$ cat src/rtl/mips_mc_ctrl_pkg.sv
// Shared opcodes, state and control-field encodings for the multi-cycle MIPS controller.
package mips_pkg;

  localparam logic [5:0] OP_RTYPE = 6'h00;
  localparam logic [5:0] OP_J     = 6'h02;
  localparam logic [5:0] OP_BEQ   = 6'h04;
  localparam logic [5:0] OP_ADDI  = 6'h08;
  localparam logic [5:0] OP_LW    = 6'h23;
  localparam logic [5:0] OP_SW    = 6'h2B;

  localparam int unsigned WDOG_W = 16;

  typedef enum logic [3:0] {
    ST_FETCH, ST_DECODE, ST_MEM_ADDR, ST_MEM_RD, ST_MEM_WB, ST_MEM_WR,
    ST_R_EXEC, ST_R_WB, ST_I_EXEC, ST_I_WB, ST_BRANCH, ST_JUMP, ST_TRAP
  } ctrl_state_t;

  typedef enum logic [1:0] {ALU_ADD, ALU_SUB, ALU_FUNCT, ALU_RSVD} alu_op_t;
  typedef enum logic [1:0] {SRCB_RT, SRCB_FOUR, SRCB_IMM, SRCB_IMM_SH2} alu_src_b_t;
  typedef enum logic [1:0] {PC_ALU, PC_ALUOUT, PC_JUMP, PC_RSVD} pc_src_t;
  typedef enum logic [1:0] {CAUSE_NONE, CAUSE_ILLEGAL, CAUSE_FETCH_TO, CAUSE_DATA_TO} trap_cause_t;

  // Instruction-class dispatch out of DECODE; unknown opcodes trap.
  function automatic ctrl_state_t decode_next(input logic [5:0] op);
    ctrl_state_t s;
    case (op)
      OP_LW, OP_SW: s = ST_MEM_ADDR;
      OP_RTYPE:     s = ST_R_EXEC;
      OP_BEQ:       s = ST_BRANCH;
      OP_ADDI:      s = ST_I_EXEC;
      OP_J:         s = ST_JUMP;
      default:      s = ST_TRAP;
    endcase
    return s;
  endfunction

endpackage

$ cat src/rtl/mips_mc_ctrl_if.sv
// Controller <-> datapath/memory signal bundle; master is the control unit.
interface mips_mc_ctrl_if;

  logic [5:0]              opcode;
  logic [5:0]              funct;
  logic                    alu_zero;
  logic                    mem_ready;
  logic                    mem_req;
  logic                    mem_write;
  logic                    iord;
  logic                    ir_write;
  logic                    pc_write;
  logic                    pc_write_cond;
  mips_pkg::pc_src_t       pc_src;
  logic                    reg_write_en;
  logic                    reg_dst;
  logic                    mem_to_reg;
  logic                    alu_src_a;
  mips_pkg::alu_src_b_t    alu_src_b;
  mips_pkg::alu_op_t       alu_op;
  logic                    trap;
  mips_pkg::trap_cause_t   trap_cause;

  modport master (
    input  opcode, funct, alu_zero, mem_ready,
    output mem_req, mem_write, iord, ir_write, pc_write, pc_write_cond, pc_src,
           reg_write_en, reg_dst, mem_to_reg, alu_src_a, alu_src_b, alu_op,
           trap, trap_cause
  );

  modport slave (
    output opcode, funct, alu_zero, mem_ready,
    input  mem_req, mem_write, iord, ir_write, pc_write, pc_write_cond, pc_src,
           reg_write_en, reg_dst, mem_to_reg, alu_src_a, alu_src_b, alu_op,
           trap, trap_cause
  );

endinterface

$ cat src/rtl/mips_mc_ctrl_watchdog.sv
// Memory-wait watchdog: flags the TIMEOUT_CYCLES-th consecutive cycle of req without ready.
module mips_mem_watchdog
  import mips_pkg::*;
#(
  parameter int unsigned TIMEOUT_CYCLES = 255
) (
  input  logic clk,
  input  logic rst,
  input  logic i_req,
  input  logic i_ready,
  output logic o_timeout_c
);

  logic [WDOG_W-1:0] r_cnt;
  logic              w_wait;

  assign w_wait      = i_req & ~i_ready;
  assign o_timeout_c = w_wait && (r_cnt == WDOG_W'(TIMEOUT_CYCLES - 1));

  always_ff @(posedge clk or negedge rst) begin
    if (!rst) begin
      r_cnt <= '0;
    end else if (w_wait) begin
      r_cnt <= r_cnt + WDOG_W'(1);
    end else begin
      r_cnt <= '0;
    end
  end

endmodule

$ cat src/rtl/mips_mc_ctrl.sv
// Multi-cycle MIPS control FSM with memory watchdog and sticky trap.
// Optional retired-instruction counter enabled by MIPS_MC_INSTR_COUNT_EN.
module mips_mc_ctrl
  import mips_pkg::*;
#(
  parameter int unsigned TIMEOUT_CYCLES = 255,
  parameter int unsigned CNT_WIDTH      = 32
) (
  input  logic           clk,
  input  logic           rst,
  mips_mc_ctrl_if.master bus
`ifdef MIPS_MC_INSTR_COUNT_EN
  ,
  output logic [CNT_WIDTH-1:0] instr_count
`endif
);

  ctrl_state_t r_state, w_state_nxt;
  trap_cause_t r_trap_cause, w_cause_nxt;
  logic        w_timeout;
  logic        w_retire;
  logic        w_unused_in;

  assign w_unused_in = ^{bus.funct, bus.alu_zero};

  mips_mem_watchdog #(.TIMEOUT_CYCLES(TIMEOUT_CYCLES)) u_wdog (
    .clk        (clk),
    .rst        (rst),
    .i_req      (bus.mem_req),
    .i_ready    (bus.mem_ready),
    .o_timeout_c(w_timeout)
  );

  always_ff @(posedge clk or negedge rst) begin
    if (!rst) begin
      r_state      <= ST_FETCH;
      r_trap_cause <= CAUSE_NONE;
    end else begin
      r_state      <= w_state_nxt;
      r_trap_cause <= w_cause_nxt;
    end
  end

  // Moore decode of the state; fetch outputs are gated so reset drops mem_req at once.
  always_comb begin
    w_state_nxt       = r_state;
    w_cause_nxt       = r_trap_cause;
    w_retire          = 1'b0;
    bus.mem_req       = 1'b0;
    bus.mem_write     = 1'b0;
    bus.iord          = 1'b0;
    bus.ir_write      = 1'b0;
    bus.pc_write      = 1'b0;
    bus.pc_write_cond = 1'b0;
    bus.pc_src        = PC_ALU;
    bus.reg_write_en  = 1'b0;
    bus.reg_dst       = 1'b0;
    bus.mem_to_reg    = 1'b0;
    bus.alu_src_a     = 1'b0;
    bus.alu_src_b     = SRCB_RT;
    bus.alu_op        = ALU_ADD;
    bus.trap          = 1'b0;
    bus.trap_cause    = r_trap_cause;

    case (r_state)
      ST_FETCH: begin
        if (rst) begin
          bus.mem_req   = 1'b1;
          bus.alu_src_b = SRCB_FOUR;
          if (bus.mem_ready) begin
            bus.ir_write = 1'b1;
            bus.pc_write = 1'b1;
            w_state_nxt  = ST_DECODE;
          end else if (w_timeout) begin
            w_state_nxt = ST_TRAP;
            w_cause_nxt = CAUSE_FETCH_TO;
          end
        end
      end
      ST_DECODE: begin
        bus.alu_src_b = SRCB_IMM_SH2;
        w_state_nxt   = decode_next(bus.opcode);
        if (w_state_nxt == ST_TRAP) w_cause_nxt = CAUSE_ILLEGAL;
      end
      ST_MEM_ADDR: begin
        bus.alu_src_a = 1'b1;
        bus.alu_src_b = SRCB_IMM;
        w_state_nxt   = (bus.opcode == OP_LW) ? ST_MEM_RD : ST_MEM_WR;
      end
      ST_MEM_RD: begin
        bus.mem_req = 1'b1;
        bus.iord    = 1'b1;
        if (bus.mem_ready) begin
          w_state_nxt = ST_MEM_WB;
        end else if (w_timeout) begin
          w_state_nxt = ST_TRAP;
          w_cause_nxt = CAUSE_DATA_TO;
        end
      end
      ST_MEM_WB: begin
        bus.reg_write_en = 1'b1;
        bus.mem_to_reg   = 1'b1;
        w_retire         = 1'b1;
        w_state_nxt      = ST_FETCH;
      end
      ST_MEM_WR: begin
        bus.mem_req   = 1'b1;
        bus.iord      = 1'b1;
        bus.mem_write = 1'b1;
        if (bus.mem_ready) begin
          w_retire    = 1'b1;
          w_state_nxt = ST_FETCH;
        end else if (w_timeout) begin
          w_state_nxt = ST_TRAP;
          w_cause_nxt = CAUSE_DATA_TO;
        end
      end
      ST_R_EXEC: begin
        bus.alu_src_a = 1'b1;
        bus.alu_op    = ALU_FUNCT;
        w_state_nxt   = ST_R_WB;
      end
      ST_R_WB: begin
        bus.reg_write_en = 1'b1;
        bus.reg_dst      = 1'b1;
        w_retire         = 1'b1;
        w_state_nxt      = ST_FETCH;
      end
      ST_I_EXEC: begin
        bus.alu_src_a = 1'b1;
        bus.alu_src_b = SRCB_IMM;
        w_state_nxt   = ST_I_WB;
      end
      ST_I_WB: begin
        bus.reg_write_en = 1'b1;
        w_retire         = 1'b1;
        w_state_nxt      = ST_FETCH;
      end
      ST_BRANCH: begin
        bus.alu_src_a     = 1'b1;
        bus.alu_op        = ALU_SUB;
        bus.pc_write_cond = 1'b1;
        bus.pc_src        = PC_ALUOUT;
        w_retire          = 1'b1;
        w_state_nxt       = ST_FETCH;
      end
      ST_JUMP: begin
        bus.pc_write = 1'b1;
        bus.pc_src   = PC_JUMP;
        w_retire     = 1'b1;
        w_state_nxt  = ST_FETCH;
      end
      ST_TRAP: begin
        bus.trap = 1'b1;
      end
      default: begin
        w_state_nxt = ST_FETCH;
      end
    endcase
  end

`ifdef MIPS_MC_INSTR_COUNT_EN
  logic [CNT_WIDTH-1:0] r_instr_count;

  always_ff @(posedge clk or negedge rst) begin
    if (!rst) begin
      r_instr_count <= '0;
    end else if (w_retire) begin
      r_instr_count <= r_instr_count + CNT_WIDTH'(1);
    end
  end

  assign instr_count = r_instr_count;
`else
  localparam int unsigned CNT_WIDTH_UNUSED = CNT_WIDTH;
  logic w_unused_retire;
  assign w_unused_retire = w_retire;
`endif

endmodule

$ cat src/flat_wrapper.sv
// flat-port wrapper written by rule: the top's interface ports become plain ports
module mips_mc_ctrl_flat import mips_pkg::*;
#(
  parameter int unsigned TIMEOUT_CYCLES = 255,
  parameter int unsigned CNT_WIDTH      = 32
)
  (clk, rst, bus_opcode, bus_funct, bus_alu_zero, bus_mem_ready, bus_mem_req, bus_mem_write, bus_iord, bus_ir_write, bus_pc_write, bus_pc_write_cond, bus_pc_src, bus_reg_write_en, bus_reg_dst, bus_mem_to_reg, bus_alu_src_a, bus_alu_src_b, bus_alu_op, bus_trap, bus_trap_cause);
  mips_mc_ctrl_if bus_i ();
  input  logic clk;
  input  logic rst;
  input wire logic [$bits(bus_i.opcode)-1:0] bus_opcode;
  input wire logic [$bits(bus_i.funct)-1:0] bus_funct;
  input wire logic [$bits(bus_i.alu_zero)-1:0] bus_alu_zero;
  input wire logic [$bits(bus_i.mem_ready)-1:0] bus_mem_ready;
  output wire logic [$bits(bus_i.mem_req)-1:0] bus_mem_req;
  output wire logic [$bits(bus_i.mem_write)-1:0] bus_mem_write;
  output wire logic [$bits(bus_i.iord)-1:0] bus_iord;
  output wire logic [$bits(bus_i.ir_write)-1:0] bus_ir_write;
  output wire logic [$bits(bus_i.pc_write)-1:0] bus_pc_write;
  output wire logic [$bits(bus_i.pc_write_cond)-1:0] bus_pc_write_cond;
  output wire logic [$bits(bus_i.pc_src)-1:0] bus_pc_src;
  output wire logic [$bits(bus_i.reg_write_en)-1:0] bus_reg_write_en;
  output wire logic [$bits(bus_i.reg_dst)-1:0] bus_reg_dst;
  output wire logic [$bits(bus_i.mem_to_reg)-1:0] bus_mem_to_reg;
  output wire logic [$bits(bus_i.alu_src_a)-1:0] bus_alu_src_a;
  output wire logic [$bits(bus_i.alu_src_b)-1:0] bus_alu_src_b;
  output wire logic [$bits(bus_i.alu_op)-1:0] bus_alu_op;
  output wire logic [$bits(bus_i.trap)-1:0] bus_trap;
  output wire logic [$bits(bus_i.trap_cause)-1:0] bus_trap_cause;
  assign bus_i.opcode = bus_opcode;
  assign bus_i.funct = bus_funct;
  assign bus_i.alu_zero = bus_alu_zero;
  assign bus_i.mem_ready = bus_mem_ready;
  assign bus_mem_req = bus_i.mem_req;
  assign bus_mem_write = bus_i.mem_write;
  assign bus_iord = bus_i.iord;
  assign bus_ir_write = bus_i.ir_write;
  assign bus_pc_write = bus_i.pc_write;
  assign bus_pc_write_cond = bus_i.pc_write_cond;
  assign bus_pc_src = bus_i.pc_src;
  assign bus_reg_write_en = bus_i.reg_write_en;
  assign bus_reg_dst = bus_i.reg_dst;
  assign bus_mem_to_reg = bus_i.mem_to_reg;
  assign bus_alu_src_a = bus_i.alu_src_a;
  assign bus_alu_src_b = bus_i.alu_src_b;
  assign bus_alu_op = bus_i.alu_op;
  assign bus_trap = bus_i.trap;
  assign bus_trap_cause = bus_i.trap_cause;
  mips_mc_ctrl #(.TIMEOUT_CYCLES(TIMEOUT_CYCLES), .CNT_WIDTH(CNT_WIDTH)) u_core (.clk(clk), .rst(rst), .bus(bus_i));
endmodule
$ cat config.mk
export PLATFORM = sky130hd
export DESIGN_NAME = mips_mc_ctrl_flat
export DESIGN_NICKNAME = d
export VERILOG_FILES = /design/src/rtl/mips_mc_ctrl_pkg.sv /design/src/rtl/mips_mc_ctrl_if.sv /design/src/rtl/mips_mc_ctrl_watchdog.sv /design/src/rtl/mips_mc_ctrl.sv /design/src/flat_wrapper.sv
export SDC_FILE = /design/constraint.sdc
export NUM_CORES = 1
export LEC_CHECK = 0
export BUFFER_PORTS_ARGS = -buffer_cell sky130_fd_sc_hd__clkbuf_2
export CAP_MARGIN = 10
export CORE_ASPECT_RATIO = 1.5
export CORE_MARGIN = 1.5
export CORE_UTILIZATION = 45
export DETAILED_ROUTE_END_ITERATION = 10
export PLACE_DENSITY = 0.71
export SYNTH_ARGS = -nofsm -noshare
export SYNTH_HDL_FRONTEND = slang
export SYNTH_SLANG_ARGS = --single-unit
$ cat constraint.sdc
create_clock -name clk -period 3.36 [get_ports clk]
set_clock_uncertainty 0.15 [all_clocks]
set_input_delay 0.504 -clock clk [delete_from_list [all_inputs] [get_ports clk]]
set_output_delay 0.504 -clock clk [all_outputs]
set_load 0.01 [all_outputs]
==> results of run 1 <==
[power breakdown]
group	leakage (nW)	switching [mW]	internal [mW]	total, mW
Sequential	0.302	0.0976	0.291	0.389
Combinational	0.395	0.221	0.173	0.394
Clock	0.0357	0.0850	0.159	0.244
[area by class of cell]
class	instances	area [um2]	area share (%)
multi-input cells	146	918	52.3
flip-flops and latches	22	551	31.4
repair buffers	28	143	8.13
well taps	40	50.0	2.85
clock buffers	3	41.3	2.35
clock inverters	1	30.0	1.71
inverters	6	22.5	1.28
[registers in the layout, summed over array words and instances, names as in the netlist]
register               cells
u_core.bus.trap_cause      2
u_core.r_state             4
u_core.u_wdog.r_cnt       16
[cell usage after synthesis (all sizes together), types with 3 or more instances]
library cell | n | area share, %
a21oi | 10 | 3.2
buf | 5 | 1.9
o21ai | 12 | 4.1
inv | 6 | 1.5
nor3 | 7 | 2.6
nand2 | 10 | 2.4
dfrtp | 22 | 36
or3 | 3 | 1.2
nand2b | 5 | 2.5
nand3 | 5 | 1.6
nor4b | 3 | 1.7
xor2 | 5 | 2.8
nand4 | 4 | 1.6
nor2 | 33 | 8.0
clkbuf | 5 | 1.2
xnor2 | 8 | 4.5
a21o | 3 | 1.5
or2 | 4 | 1.6
[stage by stage]
stage	setup slack, ns	hold WS [ns]	instance area, um2
after floorplan	1.26	0.0584	1540
after global placement	1.11	0.313	1680
after detailed placement	1.04	0.327	1680
after CTS	0.850	0.128	1760
after global routing	0.697	0.131	1760
final	0.834	0.114	1760
[layer usage]
layer | wire, um | vias up
met3 | 140 | 8
met5 | 0 | -
met2 | 1820 | 49
met4 | 69 | 0
li1 | - | 698
met1 | 1480 | 646
[path summary, 6_finish.rpt]
check,to,slack [ns],startpoint,cells after the start
setup / recovery,bus_pc_write,0.83,u_core.r_state[2]$_DFFE_PN0P_,5
hold / removal,u_core.u_wdog.r_cnt[6]$_DFF_PN0_,0.11,rst,2
hold reg to reg,u_core.u_wdog.r_cnt[0]$_DFF_PN0_,0.33,u_core.u_wdog.r_cnt[0]$_DFF_PN0_,1
max in group asynchronous,u_core.u_wdog.r_cnt[13]$_DFF_PN0_,2.71,rst,2
min in group clk,u_core.u_wdog.r_cnt[0]$_DFF_PN0_,0.33,u_core.u_wdog.r_cnt[0]$_DFF_PN0_,1
setup reg to reg,u_core.r_state[0]$_DFFE_PN0P_,1.01,u_core.r_state[0]$_DFFE_PN0P_,5
[worst max-delay path, delay by kind of cell (launching register included)]
kind | cells | cell delay, ns
and+or+nand+nor | 3 | 0.51
DFF | 1 | 0.78
buffers and inverters | 2 | 0.32
[logic make-up after synthesis]
logic type | Yosys count | share of synthesized area (%)
mux | 2 | 1.62
compound gates | 42 | 19.0
simple gates | 87 | 30.0
xor+xnor | 13 | 7.39
buf+inv | 16 | 4.63
flops | 22 | 35.7
fa+ha+maj | 2 | 1.62
[placed cells by master (no fill, tap or decap), drive strengths merged, types with 4 or more instances in the layout]
master,n
o21ai,12
inv,6
nand3,5
nor3,7
or2,4
nand2,10
clkbuf,30
nor2,33
nand4,4
xnor2,8
dfrtp,22
nand2b,5
a21oi,10
xor2,5
==> run_results.csv, run 1 <==
group,metric,value,unit
sta,slew_viol_final,0,
route,vias,1401,
worst_setup_path,crit_chain,"inv_1, nand2_1, nor2_1, or2_2, clkbuf_2",
sta,max_freq,0.396,GHz
clocking,cts_resized,0,
global_routing,top_usage_layer,"met2",
final_layout,drive_above_1_share,19.4,%
logic_synthesis,synth.cell_area,0.00154,mm2
die,core_area,0.00322,mm2
sta,finalHoldViolCount,0,
route,drt_iter0_markers,42,
route,drc,0,
clocking,numCtsBuffers,3,
die,die_h,74.7,um
flow_run,cap_violations,0,
worst_setup_path,cp_data_arrival_time,1.87,ns
clocking,clock-root-buffer,"clkbuf_8",
clocking,worstSkewPairLatency,0.26,ns
global_routing,grt_max_degree,26,
clocking,cts_tree,"built",
worst_setup_path,crit_required,2.71,ns
final_layout,syn_to_final_growth,14.0,%
global_routing,grt_pass1_vias,1323,
final_layout,post-route-util,54.5,%
final_layout,instances_no_fill,246,
placement,port_buffers,27,
die,fp-row-count,25,
global_routing,globalRouteTotalUtil,19.6,%
logic_synthesis,synth-async-reset-ratio,100,%
placement,dp.cells,242,
clocking,htree_levels,1,
power,ir_worst_vdd,0.338,mV
global_routing,antenna_found_initial,0,
sta,setup_tns,0,ns
die,io_pins,35,
logic_synthesis,synth_ff_type,"dfrtp_1",
logic_synthesis,netlist_instances,184,
final_layout,fillCellCount,291,
logic_synthesis,synth_nets,202,
global_routing,gr-usage-met2,37.6,%
worst_setup_path,critPathKind,"reg -> out",
global_routing,grt_use_met1,21.6,%
global_routing,grt_pass1_wl,5750,um
logic_synthesis,synth_warnings,0,
worst_setup_path,crit_fanout,20,
run_status,status,"completed",
die,initial_core_util,47.8,%
worst_setup_path,end_kind,"primary output",
power,cellLeakagePower,0.733,nW
clocking,clockBufferDepth,2,
sta,period_needed,2.53,ns
route,antenna_left,0,
sta,grt_setup_unrepaired,"false",
clocking,clock_sinks,22,
clocking,cts_setup_buffers,0,
worst_setup_path,crit_path_top_delay_cell,"dfrtp_1",
logic_synthesis,ys_seq_elements,22,
worst_setup_path,critPathMaxStageDelay,0.78,ns
global_routing,overflow,0,
route,wl_per_cell,14.3,um
sta,slew_headroom,55.1,%
clocking,cts_hold_buf,0,
global_routing,grtUsageMet3,1.98,%
placement,hpwl,2620,um
final_layout,layout.nets,225,
route,via_per_inst,5.70,
power,p_total,1.03,mW
sta,post-route-period-util,75.2,%
die,dieArea,0.00379,mm2
sta,tightest_slew,0.674,ns
logic_synthesis,synth_edf_count,0,
final_layout,diodes,0,
clocking,clk_pin_slew,0.08,ns
logic_synthesis,seq_area_frac_synth,35.7,%
sta,setup_viol,0,
worst_setup_path,cp-start-kind,"flop",
route,drt_first_pass_iters,4,
hold_path,hold_class,"in -> async",
power,powerDensity,585,mW/mm2
route,wirelength,3510,um
logic_synthesis,syn_avg_cell_area,8.37,um2
logic_synthesis,synth_cell_type_count,51,
placement,gp_congestion,0.792,
die,die-width,50.8,um
(Power assumes the default switching activity.)
==> run 2, diff against run 1 <==
- ABC_AREA: not set -> 1
- PLACE_DENSITY: 0.71 -> 0.74
- clock period: 3.36 -> 2.12 ns (I/O delays scaled with it)
==> run_results.csv, run 2 <==
group,metric,value,unit
logic_synthesis,synth_edf_count,0,
route,drt_iter0_markers,24,
final_layout,largest_register_ffs,16,
logic_synthesis,synth.cell_area,0.00154,mm2
worst_setup_path,critPathKind,"reg -> out",
power,powerDensity,420,mW/mm2
logic_synthesis,synth-async-reset-ratio,100,%
die,dieArea,0.00378,mm2
logic_synthesis,synth_nets,245,
final_layout,diodes,0,
sta,finalHoldViolCount,0,
die,fp-row-count,25,
run_status,status,"completed",
final_layout,instances_no_fill,299,
global_routing,grt_pass1_vias,1432,
clocking,worstSkewPairLatency,0.26,ns
final_layout,fillCellCount,343,
logic_synthesis,syn_avg_cell_area,6.77,um2
final_layout,layout.nets,278,
final_layout,regArea,552,um2
final_layout,layout.cells.most_common,"nand2_1",
route,drc,0,
die,initial_core_util,47.7,%
final_layout,multiInputGateArea,850,um2
final_layout,drive_above_1_share,22.0,%
sta,post-route-period-util,94.7,%
route,via_per_inst,5.12,
sta,setup_viol,0,
global_routing,antenna_found_initial,0,
clocking,clockBufferDepth,2,
logic_synthesis,synth_cell_type_count,27,
logic_synthesis,ys_seq_elements,22,
worst_setup_path,crit_required,1.65,ns
placement,dpl-instance-area,0.00172,mm2
route,antenna_left,0,
worst_setup_path,r2r_end,"u_core.u_wdog.r_cnt[14]$_DFF_PN0_",
logic_synthesis,yosysMostFrequentCell,"nand2_1",
die,die_h,74.6,um
clocking,clk_pin_slew,0.08,ns
route,wl_per_cell,11.4,um
worst_setup_path,worstRegToRegCells,7,
logic_synthesis,yosys-top-cells-area,"dfrtp_1 (36%), nand2_1 (12%), nor2_1 (11%)",
placement,dp.cells,294,
placement,port_buffers,27,
die,io_pins,35,
logic_synthesis,synth_ff_type,"dfrtp_1",
logic_synthesis,synth_top_area_cell,"dfrtp_1",
route,drt_first_pass_iters,5,
sta,tightest_slew,0.361,ns
sta,slew_viol_final,0,
power,cellLeakagePower,0.954,nW
global_routing,globalRouteTotalUtil,19.6,%
placement,gp_congestion,0.844,
global_routing,grt_max_degree,18,
clocking,clock_sinks,22,
worst_setup_path,r2r-start,"u_core.u_wdog.r_cnt[0]$_DFF_PN0_",
route,wirelength,3420,um
sta,period_needed,2.01,ns
worst_setup_path,ff2ff_setup_slack,0.45,ns
final_layout,finalInstanceArea,0.00180,mm2
final_layout,final_cell_mix,"nand2_1 (51), nor2_1 (43), inv_1 (30)",
clocking,clock-root-buffer,"clkbuf_8",
logic_synthesis,synth_warnings,0,
sta,slew_headroom,75.8,%
sta,max_freq,0.498,GHz
logic_synthesis,netlist_instances,227,
clocking,cts_tree,"built",
route,vias,1531,
clocking,numCtsBuffers,3,
hold_path,hold_class,"in -> async",
logic_synthesis,synth_top_area_share,35.8,%
final_layout,top_register,"u_core.u_wdog.r_cnt",
worst_setup_path,end_kind,"primary output",
global_routing,overflow,0,
worst_setup_path,cp_data_arrival_time,1.54,ns
power,ir_worst_vdd,0.393,mV
clocking,htree_levels,1,
final_layout,syn_to_final_growth,16.8,%
sta,setup_tns,0,ns
die,die-width,50.7,um
clocking,cts_setup_buffers,0,
flow_run,cap_violations,0,
global_routing,grt_pass1_wl,5780,um
logic_synthesis,seq_area_frac_synth,35.8,%
logic_synthesis,synth_common_cells,"nand2_1 (51), nor2_1 (44), inv_1 (30), dfrtp_1 (22), nand3_1 (17)",
worst_setup_path,cp-start-kind,"flop",
placement,hpwl,2790,um
die,core_area,0.00322,mm2
worst_setup_path,crit_fanout,5,
sta,grt_setup_unrepaired,"false",
power,p_total,0.755,mW
## run 2: stage by stage
stage | util, % | hold WS (ns) | setup slack (ns)
after floorplan | - | -0.128 | 0.549
after global placement | 53.5 | 0.0354 | 0.347
after detailed placement | 53.5 | 0.0342 | 0.334
after CTS | 55.5 | 0.279 | 0.0466
after global routing | 55.8 | 0.309 | 0.0132
final | 55.8 | 0.283 | 0.112
## run 2: cell families after synthesis
family,Yosys count,synth area share (%)
fa+ha+maj,2,1.63
compound gates,21,7.57
flops,22,35.8
buf+inv,37,9.44
simple gates,145,45.6
## run 2: worst max-delay path, cell delays in order (launching register included)
cell and delay [ns]:
dfrtp_1 0.46, inv_2 0.08, nand2_1 0.13, nor2_1 0.11, or3_1 0.37, clkbuf_2 0.13
## run 2: timing repair
action	in CTS	in global routing
setup endpoints to repair	0	3
hold buffers	1	0
gates resized for setup	0	3
endpoints found under the hold margin	5	0
## run 2: how the worst max path moves through the flow
stage / start / end / slack, ns / depth (start not counted)
floorplan: u_core.r_state[1]$_DFFE_PN0P_ / bus_pc_write / 0.55 / 5
global placement: u_core.r_state[1]$_DFFE_PN0P_ / bus_pc_write / 0.35 / 6
detailed placement: u_core.r_state[1]$_DFFE_PN0P_ / bus_pc_write / 0.33 / 6
CTS: u_core.r_state[1]$_DFFE_PN0P_ / bus_pc_write / 0.05 / 6
global route: u_core.r_state[1]$_DFFE_PN0P_ / bus_pc_write / 0.01 / 6
finish: u_core.r_state[0]$_DFFE_PN0P_ / bus_alu_src_a / 0.11 / 5
## run 2: where the power goes
| group | internal [mW] | switching (mW) | leakage (nW) | total [mW] |
|---|---|---|---|---|
| sequential | 0.419 | 0 | 0.295 | 0.419 |
| combinational | 0.0118 | 0.0245 | 0.630 | 0.0364 |
| clock | 0.166 | 0.134 | 0.0288 | 0.299 |
| total | 0.597 | 0.158 | 0.954 | 0.755 |
## run 2: cell type report
type | count | area share, %
Clock buffer | 4 | 3.06
Inverter | 36 | 7.66
Multi-Input combinational cell | 168 | 47.3
Sequential cell | 22 | 30.7
Tap cell | 40 | 2.79
Timing Repair Buffer | 29 | 8.50
## run 2: per-layer routing
| metal | track usage (%) | wire, um | share of wire [%] | vias up |
|---|---|---|---|---|
| met2 | 37.9 | 1830 | 53 | 48 |
| met5 | 0 | 0 | 0 | - |
| met1 | 21.2 | 1360 | 40 | 682 |
| li1 | - | - | - | 793 |
| met4 | 9.91 | 85 | 2.5 | 0 |
| met3 | 1.41 | 142 | 4.2 | 8 |
==> run 3, diff against run 2 <==
- ABC_AREA: 1 -> not set
==> run_results.csv, run 3 (synthesis gave the netlist of run 1 again) <==
group,metric,value,unit
route,drc,0,
clocking,cts_tree,"built",
final_layout,layout.cells.most_common,"nor2_1",
worst_setup_path,crit_required,1.65,ns
clocking,clockBufferDepth,2,
worst_setup_path,cp-start-kind,"flop",
placement,gp_congestion,0.800,
power,p_total,1.81,mW
power,cellLeakagePower,0.824,nW
global_routing,grt_pass1_wl,6280,um
sta,grt_setup_unrepaired,"true",
power,powerDensity,937,mW/mm2
sta,setup_tns,0,ns
die,core_area,0.00322,mm2
global_routing,globalRouteTotalUtil,22.0,%
die,die_h,74.7,um
clocking,clock-root-buffer,"clkbuf_8",
clocking,clk_pin_slew,0.08,ns
sta,post-route-period-util,96.2,%
final_layout,drive_above_1_share,29.3,%
global_routing,antenna_found_initial,0,
clocking,numCtsBuffers,3,
worst_setup_path,cp_data_arrival_time,1.57,ns
die,fp-row-count,25,
worst_setup_path,end_kind,"primary output",
sta,tightest_slew,0.954,ns
global_routing,overflow,0,
worst_setup_path,crit_path_top_delay_cell,"dfrtp_2",
placement,hpwl,2930,um
sta,slew_headroom,36.2,%
sta,finalHoldViolCount,0,
sta,max_freq,0.490,GHz
route,drt_first_pass_iters,4,
sta,period_needed,2.04,ns
die,die-width,50.8,um
global_routing,grt_max_degree,23,
die,initial_core_util,47.8,%
route,vias,1501,
final_layout,layout.nets,241,
die,io_pins,35,
final_layout,syn_to_final_growth,25.1,%
sta,setup_viol,0,
placement,port_buffers,27,
route,wl_per_cell,14.7,um
final_layout,diodes,0,
power,ir_worst_vdd,0.567,mV
die,dieArea,0.00379,mm2
worst_setup_path,crit_chain,"buf_4, nand2_1, nor2_1, or2_2, clkbuf_2",
final_layout,final_cell_mix,"nor2_1 (33), clkbuf_2 (27), dfrtp_1 (19)",
route,wirelength,3850,um
global_routing,grt_pass1_vias,1460,
flow_run,cap_violations,0,
clocking,htree_levels,1,
route,antenna_left,0,
route,via_per_inst,5.73,
route,drt_iter0_markers,54,
hold_path,hold_class,"in -> reg",
worst_setup_path,critPathKind,"reg -> out",
sta,slew_viol_final,0,
clocking,clock_sinks,22,
final_layout,largest_register_ffs,16,
worst_setup_path,critPathMaxStageDelay,0.48,ns
run_status,status,"completed",
worst_setup_path,crit_fanout,10,
final_layout,top_register,"u_core.u_wdog.r_cnt",
clocking,worstSkewPairLatency,0.27,ns
==> run 3: final timing paths <==
check	start	to	slack, ns	depth (start not counted)
max	u_core.r_state[0]$_DFFE_PN0P_	bus_pc_write	0.08	5
min	bus_mem_ready	u_core.r_state[0]$_DFFE_PN0P_	0.25	3
max reg2reg	u_core.u_wdog.r_cnt[8]$_DFF_PN0_	u_core.bus.trap_cause[0]$_DFFE_PN0P_	0.10	5
min reg2reg	u_core.u_wdog.r_cnt[0]$_DFF_PN0_	u_core.u_wdog.r_cnt[0]$_DFF_PN0_	0.33	1
max in group asynchronous	rst	u_core.r_state[3]$_DFFE_PN0P_	0.44	3
min in group asynchronous	rst	u_core.u_wdog.r_cnt[8]$_DFF_PN0_	0.74	3
==> run 3: repair_timing <==
action	in CTS	in global routing
gates resized for setup	1	11
setup endpoints to repair	1	21
setup buffers	0	2
hold buffers	1	0
hold endpoints to repair	22	0
pin swaps	0	4
==> run 3: power by group <==
group	leakage [nW]	switching, mW	internal [mW]	total [mW]
registers	0.298	0.0815	0.469	0.550
clock network	0.0357	0.136	0.252	0.389
logic	0.490	0.480	0.387	0.867
total	0.824	0.698	1.11	1.81
==> run 3: routing by layer <==
layer  track usage, %  wire length [um]
met5                0                 0
met4             13.2               195
met3             3.77               134
met2             41.1              1990
met1             22.7              1540
==> run 3: per-stage QoR <==
step / area (um2) / setup WS [ns] / hold slack, ns / util (%) / instances
CTS: 1860 / 0.0214 / 0.254 / 57.9 / 260
floorplan: 1540 / 0.203 / -0.128 / - / 184
global placement: 1780 / 0.0485 / 0.204 / 55.3 / 255
finish: 1930 / 0.0810 / 0.251 / 59.8 / 262
global route: 1930 / 0.0133 / 0.277 / 59.8 / 262
detailed placement: 1780 / 0.0523 / 0.198 / 55.3 / 255
==> run 3: layout make-up <==
cell class	count	area (um2)
clock buffer	3	41.3
clock inverter	1	30.0
fill	306	1290
inverter	6	22.5
multi-input combinational	146	963
sequential	22	554
tap	40	50.0
timing repair buffer	44	265
==> run 3: worst max-delay path, delay by kind of cell, from the launching register on <==
family	cells	cell delay (ns)
flip-flops	1	0.48
AND/OR/NAND/NOR	3	0.50
buffers and inverters	2	0.33
